### config.mk
export PLATFORM = sky130hd
export DESIGN_NAME = apb_master_bridge_flat
export DESIGN_NICKNAME = d
export VERILOG_FILES = /design/src/rtl/apb_master_bridge_pkg.sv /design/src/rtl/apb_master_bridge_if.sv /design/src/rtl/apb_master_bridge_decoder.sv /design/src/rtl/apb_master_bridge.sv /design/src/flat_wrapper.sv
export SDC_FILE = /design/constraint.sdc
export NUM_CORES = 1
export LEC_CHECK = 0
export ABC_AREA = 1
export ABC_CLOCK_PERIOD_IN_PS = 1600
export BUFFER_PORTS_ARGS = -buffer_cell sky130_fd_sc_hd__buf_2
export CORE_MARGIN = 5
export CORE_UTILIZATION = 26
export DETAILED_ROUTE_END_ITERATION = 7
export GPL_TIMING_DRIVEN = 0
export PLACE_DENSITY = 0.52
export SLEW_MARGIN = 20
export SYNTH_ARGS = -nofsm -noshare
export SYNTH_HDL_FRONTEND = slang
export SYNTH_HIERARCHICAL = 1
export SYNTH_SLANG_ARGS = --single-unit
export TNS_END_PERCENT = 50
### constraint.sdc
create_clock -name clk -period 1.6 [get_ports clk]
set_input_delay 0.32 -clock clk [delete_from_list [all_inputs] [get_ports clk]]
set_output_delay 0.32 -clock clk [all_outputs]
set_load 0.005 [all_outputs]
### src/rtl/apb_master_bridge_pkg.sv
// apb_master_bridge_pkg
//   Shared definitions for the APB master bridge: the FSM state encoding and
//   width helpers for the slave-index field and the access timeout counter.
package apb_master_bridge_pkg;

    typedef enum logic [1:0] {
        IDLE   = 2'd0,
        SETUP  = 2'd1,
        ACCESS = 2'd2,
        DONE   = 2'd3
    } state_t;

    // Ceiling log2; clog2(1) = 0.
    function automatic int unsigned clog2(input int unsigned n);
        int unsigned r;
        r = 0;
        for (int unsigned v = 1; v < n; v = v << 1) begin
            r++;
        end
        return r;
    endfunction

    // Slave-index field width, never narrower than one bit.
    function automatic int unsigned idx_width(input int unsigned n);
        return (clog2(n) == 0) ? 1 : clog2(n);
    endfunction

    // Timeout counter width: at least 8 bits, wide enough for the limit.
    function automatic int unsigned timeout_cnt_width(input int unsigned t);
        return (clog2(t + 1) > 8) ? clog2(t + 1) : 8;
    endfunction

endpackage

### src/rtl/apb_master_bridge_if.sv
// apb_master_bridge_if
//   APB bus bundle between the bridge (master) and NUM_SLAVES peripherals.
//   PADDR/PWRITE/PWDATA/PENABLE : shared request signals
//   PSEL                        : one-hot slave select
//   PRDATA                      : concatenated slave read buses, slave i at [i*DATA_W +: DATA_W]
//   PREADY/PSLVERR              : per-slave ready and error
interface apb_master_bridge_if #(
    parameter int unsigned ADDR_W     = 32,
    parameter int unsigned DATA_W     = 32,
    parameter int unsigned NUM_SLAVES = 4
) ();
    logic [ADDR_W-1:0]            PADDR;
    logic [NUM_SLAVES-1:0]        PSEL;
    logic                         PENABLE;
    logic                         PWRITE;
    logic [DATA_W-1:0]            PWDATA;
    logic [NUM_SLAVES*DATA_W-1:0] PRDATA;
    logic [NUM_SLAVES-1:0]        PREADY;
    logic [NUM_SLAVES-1:0]        PSLVERR;

    modport master (
        output PADDR, PSEL, PENABLE, PWRITE, PWDATA,
        input  PRDATA, PREADY, PSLVERR
    );

    modport slave (
        input  PADDR, PSEL, PENABLE, PWRITE, PWDATA,
        output PRDATA, PREADY, PSLVERR
    );
endinterface

### src/rtl/apb_master_bridge_decoder.sv
// apb_slave_decoder
//   Combinational address decode for the APB bridge.
//   addr  : core address; only the field [SEL_LSB +: idx width] is decoded
//   sel   : one-hot slave select, all zero when the index is out of range
//   idx   : raw slave index field
//   valid : index names an existing slave (idx < NUM_SLAVES)
module apb_slave_decoder
    import apb_master_bridge_pkg::*;
#(
    parameter int unsigned ADDR_W     = 32,
    parameter int unsigned NUM_SLAVES = 4,
    parameter int unsigned SEL_LSB    = 12
) (
    input  logic [ADDR_W-1:0]                  addr,
    output logic [NUM_SLAVES-1:0]              sel,
    output logic [idx_width(NUM_SLAVES)-1:0]   idx,
    output logic                               valid
);
    localparam int unsigned IDX_W = idx_width(NUM_SLAVES);
    localparam logic [IDX_W:0] NS = (IDX_W + 1)'(NUM_SLAVES);

    // Address bits outside the index field play no part in decode.
    logic unused_addr_bits;
    assign unused_addr_bits = ^addr;

    always_comb begin
        idx   = addr[SEL_LSB +: IDX_W];
        valid = ({1'b0, idx} < NS);
        sel   = '0;
        for (int unsigned i = 0; i < NUM_SLAVES; i++) begin
            sel[i] = valid && (idx == IDX_W'(i));
        end
    end
endmodule

### src/rtl/apb_master_bridge.sv
// apb_master_bridge
//   Turns one processor-core peripheral request into one APB SETUP->ACCESS
//   transfer, selecting one of NUM_SLAVES slaves from the address. proc_ack
//   is high only while the core may clock (IDLE); the core gates its clock
//   with it, so every accepted request stalls the core until the transfer
//   has finished.
//   Ports:
//     clk, rst       : clock, asynchronous active-low reset
//     proc_transfer  : core request (level, held while stalled)
//     proc_addr/proc_write/proc_wdata : request address, direction, write data
//     proc_rdata     : read data of the last read
//     proc_ack       : 1 = core may clock, 0 = stall
//     proc_err       : last transfer failed (PSLVERR, decode miss or timeout)
//     apb            : APB master modport (PADDR, PSEL, PENABLE, PWRITE,
//                      PWDATA, PRDATA, PREADY, PSLVERR)
//   Build option: define APB_TIMEOUT_EN to abort ACCESS after TIMEOUT_CYCLES
//   cycles without PREADY; otherwise ACCESS waits indefinitely.
module apb_master_bridge
    import apb_master_bridge_pkg::*;
#(
    parameter int unsigned ADDR_W         = 32,
    parameter int unsigned DATA_W         = 32,
    parameter int unsigned NUM_SLAVES     = 4,
    parameter int unsigned SEL_LSB        = 12,
    parameter int unsigned TIMEOUT_CYCLES = 255
) (
    input  logic              clk,
    input  logic              rst,
    input  logic              proc_transfer,
    input  logic [ADDR_W-1:0] proc_addr,
    input  logic              proc_write,
    input  logic [DATA_W-1:0] proc_wdata,
    output logic [DATA_W-1:0] proc_rdata,
    output logic              proc_ack,
    output logic              proc_err,
    apb_master_bridge_if.master apb
);
    localparam int unsigned IDX_W = idx_width(NUM_SLAVES);

    state_t                state;
    logic [IDX_W-1:0]      idx_q;

    logic [NUM_SLAVES-1:0] dec_sel;
    logic [IDX_W-1:0]      dec_idx;
    logic                  dec_valid;

`ifdef APB_TIMEOUT_EN
    localparam int unsigned CNT_W = timeout_cnt_width(TIMEOUT_CYCLES);
    logic [CNT_W-1:0] tmo_cnt;
`else
    localparam int unsigned unused_timeout_cycles = TIMEOUT_CYCLES;
`endif

    apb_slave_decoder #(
        .ADDR_W     (ADDR_W),
        .NUM_SLAVES (NUM_SLAVES),
        .SEL_LSB    (SEL_LSB)
    ) u_decoder (
        .addr  (proc_addr),
        .sel   (dec_sel),
        .idx   (dec_idx),
        .valid (dec_valid)
    );

    // proc_ack is registered, so it drops on the accepting edge and rises
    // on the DONE->IDLE edge: the core sees exactly one clock edge (at the
    // end of the IDLE cycle) per transfer.
    always_ff @(posedge clk or negedge rst) begin
        if (!rst) begin
            state       <= IDLE;
            idx_q       <= '0;
            proc_ack    <= 1'b1;
            proc_err    <= 1'b0;
            proc_rdata  <= '0;
            apb.PSEL    <= '0;
            apb.PENABLE <= 1'b0;
            apb.PADDR   <= '0;
            apb.PWRITE  <= 1'b0;
            apb.PWDATA  <= '0;
`ifdef APB_TIMEOUT_EN
            tmo_cnt     <= '0;
`endif
        end else begin
            case (state)
                IDLE: begin
                    if (proc_transfer) begin
                        apb.PADDR  <= proc_addr;
                        apb.PWRITE <= proc_write;
                        apb.PWDATA <= proc_wdata;
                        idx_q      <= dec_idx;
                        proc_ack   <= 1'b0;
                        if (dec_valid) begin
                            // PSEL is registered here so it is already high in SETUP.
                            apb.PSEL <= dec_sel;
                            proc_err <= 1'b0;
                            state    <= SETUP;
                        end else begin
                            proc_err   <= 1'b1;
                            proc_rdata <= '0;
                            state      <= DONE;
                        end
                    end
                end

                SETUP: begin
                    apb.PENABLE <= 1'b1;
                    state       <= ACCESS;
`ifdef APB_TIMEOUT_EN
                    tmo_cnt     <= '0;
`endif
                end

                ACCESS: begin
                    if (apb.PREADY[idx_q]) begin
                        if (!apb.PWRITE) begin
                            proc_rdata <= apb.PRDATA[int'(idx_q)*DATA_W +: DATA_W];
                        end
                        proc_err    <= apb.PSLVERR[idx_q];
                        apb.PSEL    <= '0;
                        apb.PENABLE <= 1'b0;
                        state       <= DONE;
                    end
`ifdef APB_TIMEOUT_EN
                    // PREADY on the final counted cycle takes the branch above.
                    else if (tmo_cnt == CNT_W'(TIMEOUT_CYCLES - 1)) begin
                        proc_err    <= 1'b1;
                        proc_rdata  <= '0;
                        apb.PSEL    <= '0;
                        apb.PENABLE <= 1'b0;
                        state       <= DONE;
                    end else begin
                        tmo_cnt <= tmo_cnt + 1'b1;
                    end
`endif
                end

                DONE: begin
                    proc_ack <= 1'b1;
                    state    <= IDLE;
                end

                default: state <= IDLE;
            endcase
        end
    end
endmodule

### src/flat_wrapper.sv
// flat-port wrapper written by rule: the top's interface ports become plain ports
module apb_master_bridge_flat import apb_master_bridge_pkg::*;
#(
    parameter int unsigned ADDR_W         = 32,
    parameter int unsigned DATA_W         = 32,
    parameter int unsigned NUM_SLAVES     = 4,
    parameter int unsigned SEL_LSB        = 12,
    parameter int unsigned TIMEOUT_CYCLES = 255
)
  (clk, rst, proc_transfer, proc_addr, proc_write, proc_wdata, proc_rdata, proc_ack, proc_err, apb_PADDR, apb_PSEL, apb_PENABLE, apb_PWRITE, apb_PWDATA, apb_PRDATA, apb_PREADY, apb_PSLVERR);
  apb_master_bridge_if #(.ADDR_W(ADDR_W), .DATA_W(DATA_W), .NUM_SLAVES(NUM_SLAVES)) apb_i ();
  input  logic clk;
  input  logic rst;
  input  logic proc_transfer;
  input  logic [ADDR_W-1:0] proc_addr;
  input  logic proc_write;
  input  logic [DATA_W-1:0] proc_wdata;
  output logic [DATA_W-1:0] proc_rdata;
  output logic proc_ack;
  output logic proc_err;
  output wire logic [$bits(apb_i.PADDR)-1:0] apb_PADDR;
  output wire logic [$bits(apb_i.PSEL)-1:0] apb_PSEL;
  output wire logic [$bits(apb_i.PENABLE)-1:0] apb_PENABLE;
  output wire logic [$bits(apb_i.PWRITE)-1:0] apb_PWRITE;
  output wire logic [$bits(apb_i.PWDATA)-1:0] apb_PWDATA;
  input wire logic [$bits(apb_i.PRDATA)-1:0] apb_PRDATA;
  input wire logic [$bits(apb_i.PREADY)-1:0] apb_PREADY;
  input wire logic [$bits(apb_i.PSLVERR)-1:0] apb_PSLVERR;
  assign apb_PADDR = apb_i.PADDR;
  assign apb_PSEL = apb_i.PSEL;
  assign apb_PENABLE = apb_i.PENABLE;
  assign apb_PWRITE = apb_i.PWRITE;
  assign apb_PWDATA = apb_i.PWDATA;
  assign apb_i.PRDATA = apb_PRDATA;
  assign apb_i.PREADY = apb_PREADY;
  assign apb_i.PSLVERR = apb_PSLVERR;
  apb_master_bridge #(.ADDR_W(ADDR_W), .DATA_W(DATA_W), .NUM_SLAVES(NUM_SLAVES), .SEL_LSB(SEL_LSB), .TIMEOUT_CYCLES(TIMEOUT_CYCLES)) u_core (.clk(clk), .rst(rst), .proc_transfer(proc_transfer), .proc_addr(proc_addr), .proc_write(proc_write), .proc_wdata(proc_wdata), .proc_rdata(proc_rdata), .proc_ack(proc_ack), .proc_err(proc_err), .apb(apb_i));
endmodule
# --- After elaboration in Yosys (flattened, before gate mapping) ---
# Cells that the tools add are included.
op_classes:
  n_addsub: 0
  multipliers: 0
  n_div: 0
  n_lt_le_gt_ge: 1
  n_eq_ne: 8
  n_shift: 1
  muxes: 16
  bitwise_logic: 1
  n_reduce_logical: 11
op_table:
  columns: ["cell", "count"]
  rows:
  - ["128-bit by 8-bit variable part select with 32-bit output", 1]
  - ["2-bit == test (second input constant)", 4]
  - ["4-bit two-way mux", 2]
  - ["2-bit one-hot mux with 4 select lines", 1]
  - ["4-bit one-hot mux with 2 select lines", 1]
  - ["2-bit AND reduction", 4]
  - ["1-bit one-hot mux with 2 select lines", 3]
  - ["3-bit AND reduction", 2]
  - ["2-bit nonzero test", 3]
  - ["1-bit two-way mux", 5]
  - ["1-bit binary-select mux with 2-bit select", 2]
  - ["2-bit by 1-bit == test with 1-bit output (second input constant)", 2]
  - ["2-bit zero test", 2]
  - ["2-bit two-way mux", 2]
  - ["2-bit by 3-bit < comparator with 1-bit output (second input constant)", 1]
  - ["2-bit by 1-bit inequality test with 1-bit output (second input constant)", 1]
  - ["2-bit inequality test (second input constant)", 1]
  - ["1-bit NOT", 1]
word_totals:
  regBits: 108
  latch_bits: 0
  ram_bits: 0
  romBits: 0
  in_bits: 204
  output_inout_bits: 104
  word_cells: 48
  memories: 0

# --- Depth between registers and ports, before layout ---
# Gate-level depths: netlist of the first run.
depth:
  ltp_word: 4
  mapped_depth: 10
  depth_no_buf: 9

# --- Cells and area by module ---
# Netlist of the first run, hierarchy kept.
by_module_without_submodules:
  columns: ["module", "instances", "cells_each", "area_per_inst_um2", "seq_area_each_um2"]
  rows:
  - ["apb_master_bridge", 1, 708, 5873.1, 2703.8]
  - ["apb_slave_decoder", 1, 11, 52.6, 0.0]

# --- Worst setup path before layout of the first run ---
# Ideal clock, no wire load.
synth_path:
  kind: "reg-to-reg"
  start: "reg u_core.state[0]"
  end: "reg u_core.apb.PWDATA[19]"
  setup_ps: 125
  t_arrival_ps: 1435
  t_required_ps: 1475
  setup_slack_ps: 40
  path_stages_with_launch: 7
  path_buffers: 2
  period_less_slack_ps: 1560
  path_cell_list: "dfrtp_1 inv_1 ha_1 nand2_1 buf_2 buf_6 mux2_2"
synth_between:
  elab_chain_len: 2
synth_lines:
  columns: ["item", "line", "text"]
  rows:
  - ["from (decl)", "apb_master_bridge.sv:40", "state_t state;"]
  - ["from (signal assigned)", "apb_master_bridge.sv:70", "state <= IDLE;"]
  - ["from (signal assigned)", "apb_master_bridge.sv:96", "state <= SETUP;"]
  - ["from (signal assigned)", "apb_master_bridge.sv:100", "state <= DONE;"]
  - ["2-bit zero test", "apb_master_bridge.sv:84", "case (state)"]
  - ["2-bit AND reduction (no source line)", null, null]
  - ["to (signal assigned)", "apb_master_bridge.sv:89", "apb.PWDATA <= proc_wdata;"]
  - ["to (decl)", "apb_master_bridge_if.sv:22", "output PADDR, PSEL, PENABLE, PWRITE, PWDATA,"]
# Every way passes these cells.
# A chain may end at the register's enable or synchronous reset.

# --- Worst setup path in the final report of the first run ---
layout_path:
  start: "reg u_core.state[1]"
  end: "reg u_core.proc_rdata[30]"
layout_between:
  elab_chain_len: 2
layout_lines:
  columns: ["item", "line", "text"]
  rows:
  - ["2-bit == test", "apb_master_bridge.sv:84", null]
  - ["3-bit AND reduction (no source line)", null, null]
  - ["to (signal assigned)", "apb_master_bridge.sv:116", "proc_rdata <= apb.PRDATA[int'(idx_q)*DATA_W +: DATA_W];"]
  - ["to (decl)", "apb_master_bridge.sv:33", "output logic [DATA_W-1:0] proc_rdata,"]
# Every way passes these cells.

==> results by group, run 1 <==
Yosys
  • Synth top area cells: dfrtp_1 (45%), nand2_1 (18%), mux2_2 (12%), nor2_1 (4.4%), nand4_1 (3.4%)
  • Seq/Total Area, Yosys: 45.6%
  • Post-Synth Adder-Cell Area: 0.845%
  • Synth Area in XOR/XNOR: 0%
  • FF+latch count, synth: 108
  • Synthesized instance count: 719
  • Yosys cell types: 27
  • Multiplexer share of the synthesized area: 12.4%
  • Syn_area_per_cell: 8.24 sq um
  • Post-synthesis simple-gate area fraction: 31.0%
  • Largest family of logic cells by synthesized area: simple AND/OR/NAND/NOR gates
  • Compound-Gate Fraction of Synth Area: 1.39%
  • Dominant cell type by area after synthesis: dfrtp_1
  • Mapped Area: 5930 sq um
  • Area fraction of the dominant cell type after synthesis: 45.2%
  • Syn nets: 927
  • YS warnings: 6

Clock tree
  • Root Driver: clkbuf_16
  • CTS tree: built
  • Reg clk slew, reported paths: 0.09 ns
  • Cts bufs inserted: 9
  • H-Tree Depth: 3
  • Later-pin clock latency in the skew report: 0.36 ns
  • Sinks on Clock Net: 108
  • CTS max path bufs: 2

Setup path
  • Worst Path Required: 1.84 ns
  • WP data arrival: 1.82 ns
  • Critical R2R Launch: u_core/state[1]
  • Crit-path max FO: 10
  • Worst flop-to-flop path endpoint: u_core/proc_rdata[30]
  • R2r setup slk: 0.02 ns
  • Reg2Reg Depth: 8
  • Type of destination of the critical path: register
  • Critical path startpoint category: register
  • WS Path Type: reg -> reg

Finish
  • Fill count: 2,409
  • Area of the multi-input gates: 2780 sq um
  • Synth-to-Final Area Change: 43.1%
  • Net count, final: 1,258
  • Final non-filler cell area: 8480 sq um
  • Final std cells w/o fill: 1,341
  • Share of cells above drive strength 1: 46.0%
  • Most frequent cells in the layout: buf_2 (312), nand2_1 (283), dfrtp_1 (106)
  • Register Area: 2710 sq um
  • Most common cell after layout, fill and taps aside: buf_2
  • Final Core Density: 37.6%

Routing
  • Routed wire per std cell: 16.4 um
  • Wl on met1: 9040 um
  • Final ANT Viol Nets: 0
  • DRT Pass-1 Iters: 5
  • Met3 WL post-DR: 1630 um
  • Via count: 5,892
  • Max Used Layer: met5
  • DRC Markers: 0
  • DRT Wirelength: 22,000 um
  • DR vias/cell: 4.39
  • Met2 WL post-DR: 11,000 um
  • DR iter-0 viols: 263

STA
  • Worst Skew: 0.0124 ns
  • Fmax: 635 MHz
  • Endpoints failing setup: 0
  • Hold slack: 0.189 ns
  • Slew headroom: 54.5%
  • RSZ-0062 raised after global routing: yes
  • Crit path time final: 1.58 ns
  • Worst-Margin Slew: 0.682 ns
  • Hold Vio Cnt, Final: 0
  • Final period utilization: 98.5%
  • Final slew viol count: 0

Outcome
  • Outcome: finished clean

GRT
  • Largest net degree at the start of global routing: 71
  • Gr usage total: 16.6%
  • Vias in the first global route: 6,128
  • Initial antenna violation count: 1
  • GR Overflow Total: 0
  • First-pass GRT wire length: 34,000 um

Floorplanning
  • Die X-Extent: 161 um
  • Starting density of the core: 26.3%
  • Die H: 161 um
  • Core area: 22,600 sq um
  • DIE AREA: 25,900 sq um
  • Site Rows: 55
  • Num ports: 308

Power and ir drop
  • NetSw: 7.06 mW
  • PnR Total Power: 16.6 mW
  • Switching Share: 42.5%
  • Power share of the clock group: 13.9%
  • Pwr/cell area: 1960 nW/um^2
  • VDD IR max: 681 uV
  • Internal Power: 9.54 mW
  • Part of the power in combinational logic: 57.4%
  • Share of power burned in registers: 28.7%
  • Leakage power: 4.77 nW

Placed design
  • DP Cell Count: 1,312
  • Gpl congestion: 0.781
  • DP Area: 7850 sq um
  • I/O Buffers: 307
  • HPWL after DPL: 16,800 um

Min path
  • Type of the most critical hold path: in -> reg
  • Worst hold start: proc_wdata[31]
  • Hold Path End: u_core/apb.PWDATA[31]
  • Hold Path Cell Cnt: 2

Run
  • Max Cap Viol: 0
==> critical path, cell delays in order (launching register included) <==
cell and delay (ns):
dfrtp_2 0.47, inv_4 0.10, ha_4 0.15, inv_2 0.04
or2_4 0.25, buf_12 0.15, buf_6 0.14, nand4_1 0.10
nand2_1 0.07
==> power by group through the flow <==
stage          clock [mW]  combinational [mW]  sequential (mW)
3_3_place_gp            0                8.68             4.73
5_1_grt              2.51                10.6             4.96
4_1_cts              2.43                9.20             4.76
3_5_place_dp            0                8.75             4.78
2_1_floorplan           0                5.14             4.90
6_report             2.31                9.53             4.76
==> per-stage QoR <==
step	setup slack (ns)	setup TNS (ns)
3_5_place_dp	-0.362	-19.40
3_3_place_gp	-1.27	-153.31
6_report	0.0242	0
4_1_cts	-0.00743	-0.0344
5_1_grt	-0.0218	-0.0695
2_1_floorplan	0.0399	0
==> timing repair <==
item / 4_1_cts / 5_1_grt
hold endpoints to repair: 3 / 0
endpoints found under the setup margin: 104 / 81
resized for setup: 29 / 34
buffers inserted: 5 / 5
hold buffers: 1 / 0
gates cloned: 0 / 1
pin swaps: 2 / 1
==> routing by layer <==
metal	GRT usage (%)	vias to the layer above
met3	5.13	19
met5	0	-
met2	29.2	185
li1	-	2941
met1	20.1	2745
met4	3.10	2
==> Yosys cell counts <==
| cell type | n |
|---|---|
| nand3_2 | 3 |
| nand2_2 | 5 |
| nand4_4 | 1 |
| buf_2 | 22 |
| ha_1 | 4 |
| nor2_1 | 69 |
| dfrtp_1 | 107 |
| inv_4 | 1 |
| inv_2 | 3 |
| or2_4 | 1 |
| o21ai_2 | 5 |
| nand2_1 | 287 |
| a22o_1 | 1 |
| conb_1 | 1 |
| dfstp_2 | 1 |
| a21oi_1 | 2 |
| nand4_1 | 32 |
| buf_4 | 8 |
| buf_6 | 14 |
| mux2_2 | 65 |
| nand3_1 | 36 |
| nand2_8 | 1 |
| nand2_4 | 1 |
| o21ai_0 | 4 |
| inv_1 | 40 |
| buf_1 | 2 |
| clkbuf_1 | 3 |
==> sequential cells by signal, summed over array words and instances, names as in the netlist <==
name	flops
u_core/apb.PWDATA	32
u_core/proc_rdata	32
u_core/idx_q	2
u_core/proc_ack	1
u_core/apb.PSEL	4
u_core/proc_err	1
u_core/apb.PWRITE	1
u_core/apb.PENABLE	1
u_core/apb.PADDR	32
u_core/state	2
==> worst max-delay path by stage <==
stage	startpoint	end	cells past startpoint
4_1_cts	u_core/state[1]	u_core/apb.PWDATA[4]	5
2_1_floorplan	u_core/state[0]	u_core/apb.PWDATA[19]	6
3_5_place_dp	u_core/state[0]	u_core/proc_rdata[23]	8
6_report	u_core/state[1]	u_core/proc_rdata[30]	8
3_3_place_gp	rst	u_core/apb.PWDATA[23]	1
5_1_grt	u_core/state[1]	u_core/proc_rdata[23]	8
==> logic make-up after synthesis <==
| kind of cell | after synthesis |
|---|---|
| AO/OA/AOI/OAI | 12 |
| adder cells (fa/ha/maj) | 4 |
| buffers and inverters | 93 |
| AND/OR/NAND/NOR | 436 |
| flip-flops | 108 |
| multiplexers | 65 |
| other | 1 |
==> final cells by class <==
type | instances | area share [%]
diodes | 1 | 0.0295
plain buffers | 49 | 5.28
clock buffers | 9 | 2.66
clock inverters | 7 | 0.900
inverters | 44 | 2.15
multi-input cells | 518 | 32.8
flip-flops and latches | 108 | 31.9
well taps | 285 | 4.20
repair buffers | 320 | 20.1
Note: power is estimated with default switching activity, not from simulation.
==> inputs of run 2 (changes only) <==
CELL_PAD_IN_SITES_DETAIL_PLACEMENT = 0   (was default)
CELL_PAD_IN_SITES_GLOBAL_PLACEMENT = 1   (was default)
PLACE_DENSITY = 0.7   (was 0.52)
==> run 2 against run 1 <==
Global-route usage decreased by 0.14 points. Final cell count decreased by 0.37%. First-iteration DRC count increased by 3.4%. Via count decreased by 2.5%. Largest power group unchanged. Core utilization decreased by 0.47 points. Routed wire length decreased by 1.3%. Sequential power about the same. Count of clock-buffer cells in the layout unchanged. Critical path type unchanged. Clock skew decreased by 0.0058 ns. Hold slack improved by 0.0039 ns. Clock power decreased by 5%. Setup slack improved by 0.018 ns.
==> results by group, run 2 (synthesized netlist as in run 1, its figures left out) <==
GRT
  • GR Overflow Total: 0
  • First-pass GRT wire length: 33,500 um
  • Gr usage total: 16.4%
  • Vias in the first global route: 6,018
  • Initial antenna violation count: 2
  • Largest net degree at the start of global routing: 70

Min path
  • Worst hold start: proc_wdata[20]
  • Hold Path Cell Cnt: 2
  • Hold Path End: u_core/apb.PWDATA[20]
  • Type of the most critical hold path: in -> reg

Finish
  • Most frequent cells in the layout: buf_2 (316), nand2_1 (286), dfrtp_1 (107)
  • Synth-to-Final Area Change: 41.3%
  • Fill count: 2,403
  • Biggest regs: u_core/apb.PADDR (32), u_core/apb.PWDATA (32), u_core/proc_rdata (32)
  • Share of cells above drive strength 1: 45.2%
  • Net count, final: 1,253
  • Most common cell after layout, fill and taps aside: buf_2
  • Register Area: 2700 sq um
  • Area of the multi-input gates: 2750 sq um

Placed design
  • I/O Buffers: 307
  • Gpl congestion: 0.755
  • HPWL after DPL: 16,700 um
  • Setup WS pre-CTS: -0.342 ns

Setup path
  • Worst flop-to-flop path endpoint: u_core/proc_rdata[17]
  • Worst Path Required: 1.84 ns
  • R2r setup slk: 0.04 ns
  • Critical Path Source: u_core/state[0]
  • WS Path Type: reg -> reg
  • Crit-path max FO: 10
  • Critical R2R Launch: u_core/state[0]
  • Reg2Reg Depth: 8
  • Type of destination of the critical path: register
  • Critical path startpoint category: register
  • WP data arrival: 1.80 ns

STA
  • Hold Vio Cnt, Final: 0
  • Worst Skew: 0.00661 ns
  • Setup ws final: 0.0420 ns
  • Hold slack: 0.193 ns
  • Setup TNS: 0 ns
  • Final period utilization: 97.4%
  • Crit path time final: 1.56 ns
  • RSZ-0062 raised after global routing: yes
  • Final slew viol count: 0
  • Fmax: 642 MHz
  • Endpoints failing setup: 0

Clock tree
  • CTS tree: built
  • Cts bufs inserted: 9
  • H-Tree Depth: 3
  • Sinks on Clock Net: 108
  • Root Driver: clkbuf_16
  • Reg clk slew, reported paths: 0.08 ns
  • Later-pin clock latency in the skew report: 0.35 ns
  • CTS max path bufs: 2

Routing
  • DRT Wirelength: 21,700 um
  • DRT Pass-1 Iters: 4
  • Routed wire per std cell: 16.2 um
  • Via count: 5,744
  • DR iter-0 viols: 272
  • DR vias/cell: 4.30
  • DRC Markers: 0
  • Final ANT Viol Nets: 0

Run
  • Max Cap Viol: 0

Power and ir drop
  • PnR Total Power: 16.1 mW
  • Leakage power: 4.72 nW
  • VDD IR max: 711 uV
  • Pwr/cell area: 1920 nW/um^2

Floorplanning
  • Core area: 22,600 sq um
  • Num ports: 308
  • Die X-Extent: 161 um
  • Site Rows: 55
  • DIE AREA: 25,900 sq um
  • Die H: 161 um
  • Starting density of the core: 26.3%

Outcome
  • Outcome: finished clean
[run 2: cell count changes in the layout (fill, tap and decap cells not counted), sizes merged]
cell	previous run	this run
buf	355	359
clkbuf	22	13
clkinv	4	1
clkinvlp	0	1
diode	1	2
inv	47	48
[run 2: worst max path at each step]
stage,endpoint,slack [ns],cells after the start
2_1_floorplan,u_core/apb.PWDATA[19],0.04,6
3_3_place_gp,u_core/apb.PWDATA[24],-1.25,1
3_5_place_dp,u_core/apb.PWDATA[19],-0.34,6
4_1_cts,u_core/proc_rdata[24],0.007,9
5_1_grt,u_core/proc_rdata[12],-0.04,8
6_report,u_core/proc_rdata[17],0.04,8
[run 2: critical path, stage by stage (launching register included)]
cell	delay, ns
dfrtp_1	0.41
inv_2	0.12
ha_4	0.17
inv_2	0.04
or2_4	0.26
buf_8	0.15
buf_6	0.14
nand4_1	0.10
nand2_1	0.06
[run 2: cell type report]
cell class	count	share of cell area, %
Buffer	49	5.32
Multi-Input combinational cell	518	32.9
Clock inverter	6	0.672
Inverter	44	2.06
Clock buffer	9	2.69
Timing Repair Buffer	315	19.8
Sequential cell	108	32.3
Tap cell	285	4.26
Antenna cell	2	0.0598
[run 2: where the power goes]
group          switching, mW  total [mW]  internal, mW
clock                   1.11        2.20          1.09
combinational           5.10        9.18          4.09
sequential             0.643        4.74          4.09
total                   6.85        16.1          9.27
[run 2: routing by layer]
| layer | vias to the layer above | wire (um) | GRT usage (%) |
|---|---|---|---|
| li1 | 2920 | - | - |
| met1 | 2618 | 9290 | 20.7 |
| met2 | 186 | 10600 | 28.1 |
| met3 | 18 | 1540 | 5.00 |
| met4 | 2 | 269 | 3.02 |
| met5 | - | 13 | 0 |
[run 2: through the flow]
step,utilization [%],cells,area (sq um)
floorplan,-,719,5930
global placement,34.6,1311,7820
detailed placement,34.8,1312,7850
CTS,36.4,1329,8220
global route,37.1,1335,8370
finish,37.1,1336,8370
[run 2: what timing repair did]
action                                  in CTS  in global routing
setup buffers                                1                  4
cloned                                       0                  1
hold endpoints to repair                    38                  0
pin swaps                                    0                  6
hold buffers                                 1                  0
resized for setup                           26                 31
endpoints found under the setup margin     102                 81
==> inputs of run 3 (changes only) <==
CORE_UTILIZATION = 29   (was 26)
PLACE_DENSITY = 0.76   (was 0.7)
==> run 3 against run 2 <==
Sequential share of layout area down 0.40 points. Sequential cell count unchanged. Hold slack worse by 0.0069 ns. Via count up 1.9%. Maximum frequency down 0.44%. Combinational power up 2.8%. Routed wire length down 4.4%. Largest cell class unchanged. Highest routed layer is now met4.
==> results by group, run 3 (synthesized netlist as in run 1, its figures left out) <==
Outcome
  • Outcome: finished clean

GRT
  • Initial antenna violation count: 1
  • First-pass GRT wire length: 32,000 um
  • Largest net degree at the start of global routing: 65
  • Gr usage total: 17.0%
  • GR Overflow Total: 0
  • Vias in the first global route: 5,891

Routing
  • DR vias/cell: 4.41
  • DRT Wirelength: 20,700 um
  • Final ANT Viol Nets: 0
  • Via count: 5,851
  • DRC Markers: 0
  • Routed wire per std cell: 15.6 um
  • DR iter-0 viols: 263
  • DRT Pass-1 Iters: 4

Floorplanning
  • DIE AREA: 23,400 sq um
  • Site Rows: 52
  • Die X-Extent: 153 um
  • Core area: 20,200 sq um
  • Die H: 153 um
  • Num ports: 308
  • Starting density of the core: 29.4%

STA
  • Final slew viol count: 0
  • Fmax: 639 MHz
  • Final period utilization: 97.8%
  • Endpoints failing setup: 0
  • Hold slack: 0.186 ns
  • Crit path time final: 1.56 ns
  • Worst Skew: 0.00847 ns
  • Hold Vio Cnt, Final: 0
  • RSZ-0062 raised after global routing: yes

Finish
  • Net count, final: 1,258
  • Most common cell after layout, fill and taps aside: buf_2
  • Biggest regs: u_core/apb.PADDR (32), u_core/apb.PWDATA (32), u_core/proc_rdata (32)
  • Synth-to-Final Area Change: 43.1%
  • Area of the multi-input gates: 2810 sq um
  • Share of cells above drive strength 1: 46.7%
  • Register Area: 2700 sq um
  • Final non-filler cell area: 8480 sq um
  • Fill count: 2,087
  • Most frequent cells in the layout: buf_2 (315), nand2_1 (271), dfrtp_1 (107)

Clock tree
  • Later-pin clock latency in the skew report: 0.36 ns
  • H-Tree Depth: 3
  • CTS max path bufs: 2
  • Sinks on Clock Net: 108
  • CTS tree: built
  • Root Driver: clkbuf_16
  • Reg clk slew, reported paths: 0.09 ns
  • Cts bufs inserted: 9

Placed design
  • HPWL after DPL: 16,000 um
  • DP Area: 7830 sq um
  • Gpl congestion: 0.818
  • I/O Buffers: 307

Setup path
  • Worst flop-to-flop path endpoint: u_core/apb.PSEL[0]
  • Reg2Reg Depth: 10
  • Worst Path Required: 1.89 ns
  • CP cell instances: inv_2 -> ha_4 -> inv_2 -> or2_4 -> buf_8 -> o21ai_2 -> inv_2 -> nand2_8 -> nand2_2 -> o21ai_2
  • Crit-path slowest cell: dfrtp_1
  • CP max stage delay: 0.43 ns
  • Worst setup endpoint: u_core/apb.PSEL[0]
  • Critical R2R Launch: u_core/state[1]
  • Crit path top cell by count: inv_2
  • Crit-path max FO: 8
  • Critical path startpoint category: register
  • Critical Path Source: u_core/state[1]
  • R2r setup slk: 0.04 ns
  • WP data arrival: 1.86 ns
  • WS Path Type: reg -> reg
  • Type of destination of the critical path: register

Power and ir drop
  • VDD IR max: 817 uV
  • Leakage power: 4.78 nW
  • Pwr/cell area: 1950 nW/um^2

Min path
  • Worst hold start: proc_addr[7]
  • Hold Path Cell Cnt: 2
  • Type of the most critical hold path: in -> reg

Run
  • Max Cap Viol: 0
-- run 3: per-stage QoR --
| stage | TNS [ns] | setup WS, ns | utilization (%) | power [mW] | instances |
|---|---|---|---|---|---|
| 2_1_floorplan | 0 | 0.0399 | - | 10.0 | 719 |
| 3_3_place_gp | -142.59 | -1.19 | 38.7 | 13.3 | 1296 |
| 3_5_place_dp | -16.88 | -0.346 | 38.8 | 13.4 | 1297 |
| 4_1_cts | 0 | 0.00302 | 40.8 | 16.1 | 1316 |
| 5_1_grt | -1.48 | -0.0597 | 42.0 | 17.9 | 1326 |
| 6_report | 0 | 0.0351 | 42.0 | 16.5 | 1327 |
-- run 3: what timing repair did --
action / in CTS / in global routing
endpoints found under the setup margin: 102 / 91
buffers inserted: 2 / 8
hold buffers: 1 / 0
gates resized for setup: 23 / 45
hold endpoints to repair: 43 / 0
cloned: 0 / 2
pin swaps: 0 / 9
-- run 3: cell type report --
type,instances,share of cell area (%)
sequential,108,31.9
multi-input combinational,518,33.2
antenna,2,0.0590
clock inverter,7,1.05
tap,270,3.98
timing repair buffer,321,20.1
buffer,48,5.00
clock buffer,9,2.66
inverter,44,2.10
-- run 3: worst min-delay path by stage --
stage,end,slack (ns)
global route,u_core/apb.PWDATA[8],0.17
global placement,u_core/proc_rdata[13],0.45
detailed placement,u_core/apb.PWDATA[12],0.29
floorplan,u_core/apb.PADDR[0],0.02
finish,u_core/apb.PADDR[7],0.19
CTS,u_core/apb.PADDR[6],0.17
-- run 3: power breakdown --
group / internal [mW] / switching (mW) / total, mW
Clock: 1.14 / 1.20 / 2.34
Combinational: 4.28 / 5.15 / 9.44
Sequential: 4.09 / 0.649 / 4.74
-- run 3: worst max-delay path, delay by kind of cell, from the launching register on --
family | cells | cell delay, ns
compound gates | 2 | 0.11
fa+ha+maj | 1 | 0.16
buf+inv | 4 | 0.38
flops | 1 | 0.43
simple gates | 3 | 0.42
-- run 3: per-layer routing --
layer	wire length [um]	track usage (%)	vias to the layer above
met5	0	0	-
met4	431	4.58	0
met3	1370	4.66	30
met2	10100	28.6	179
met1	8820	21.7	2694
li1	-	-	2948
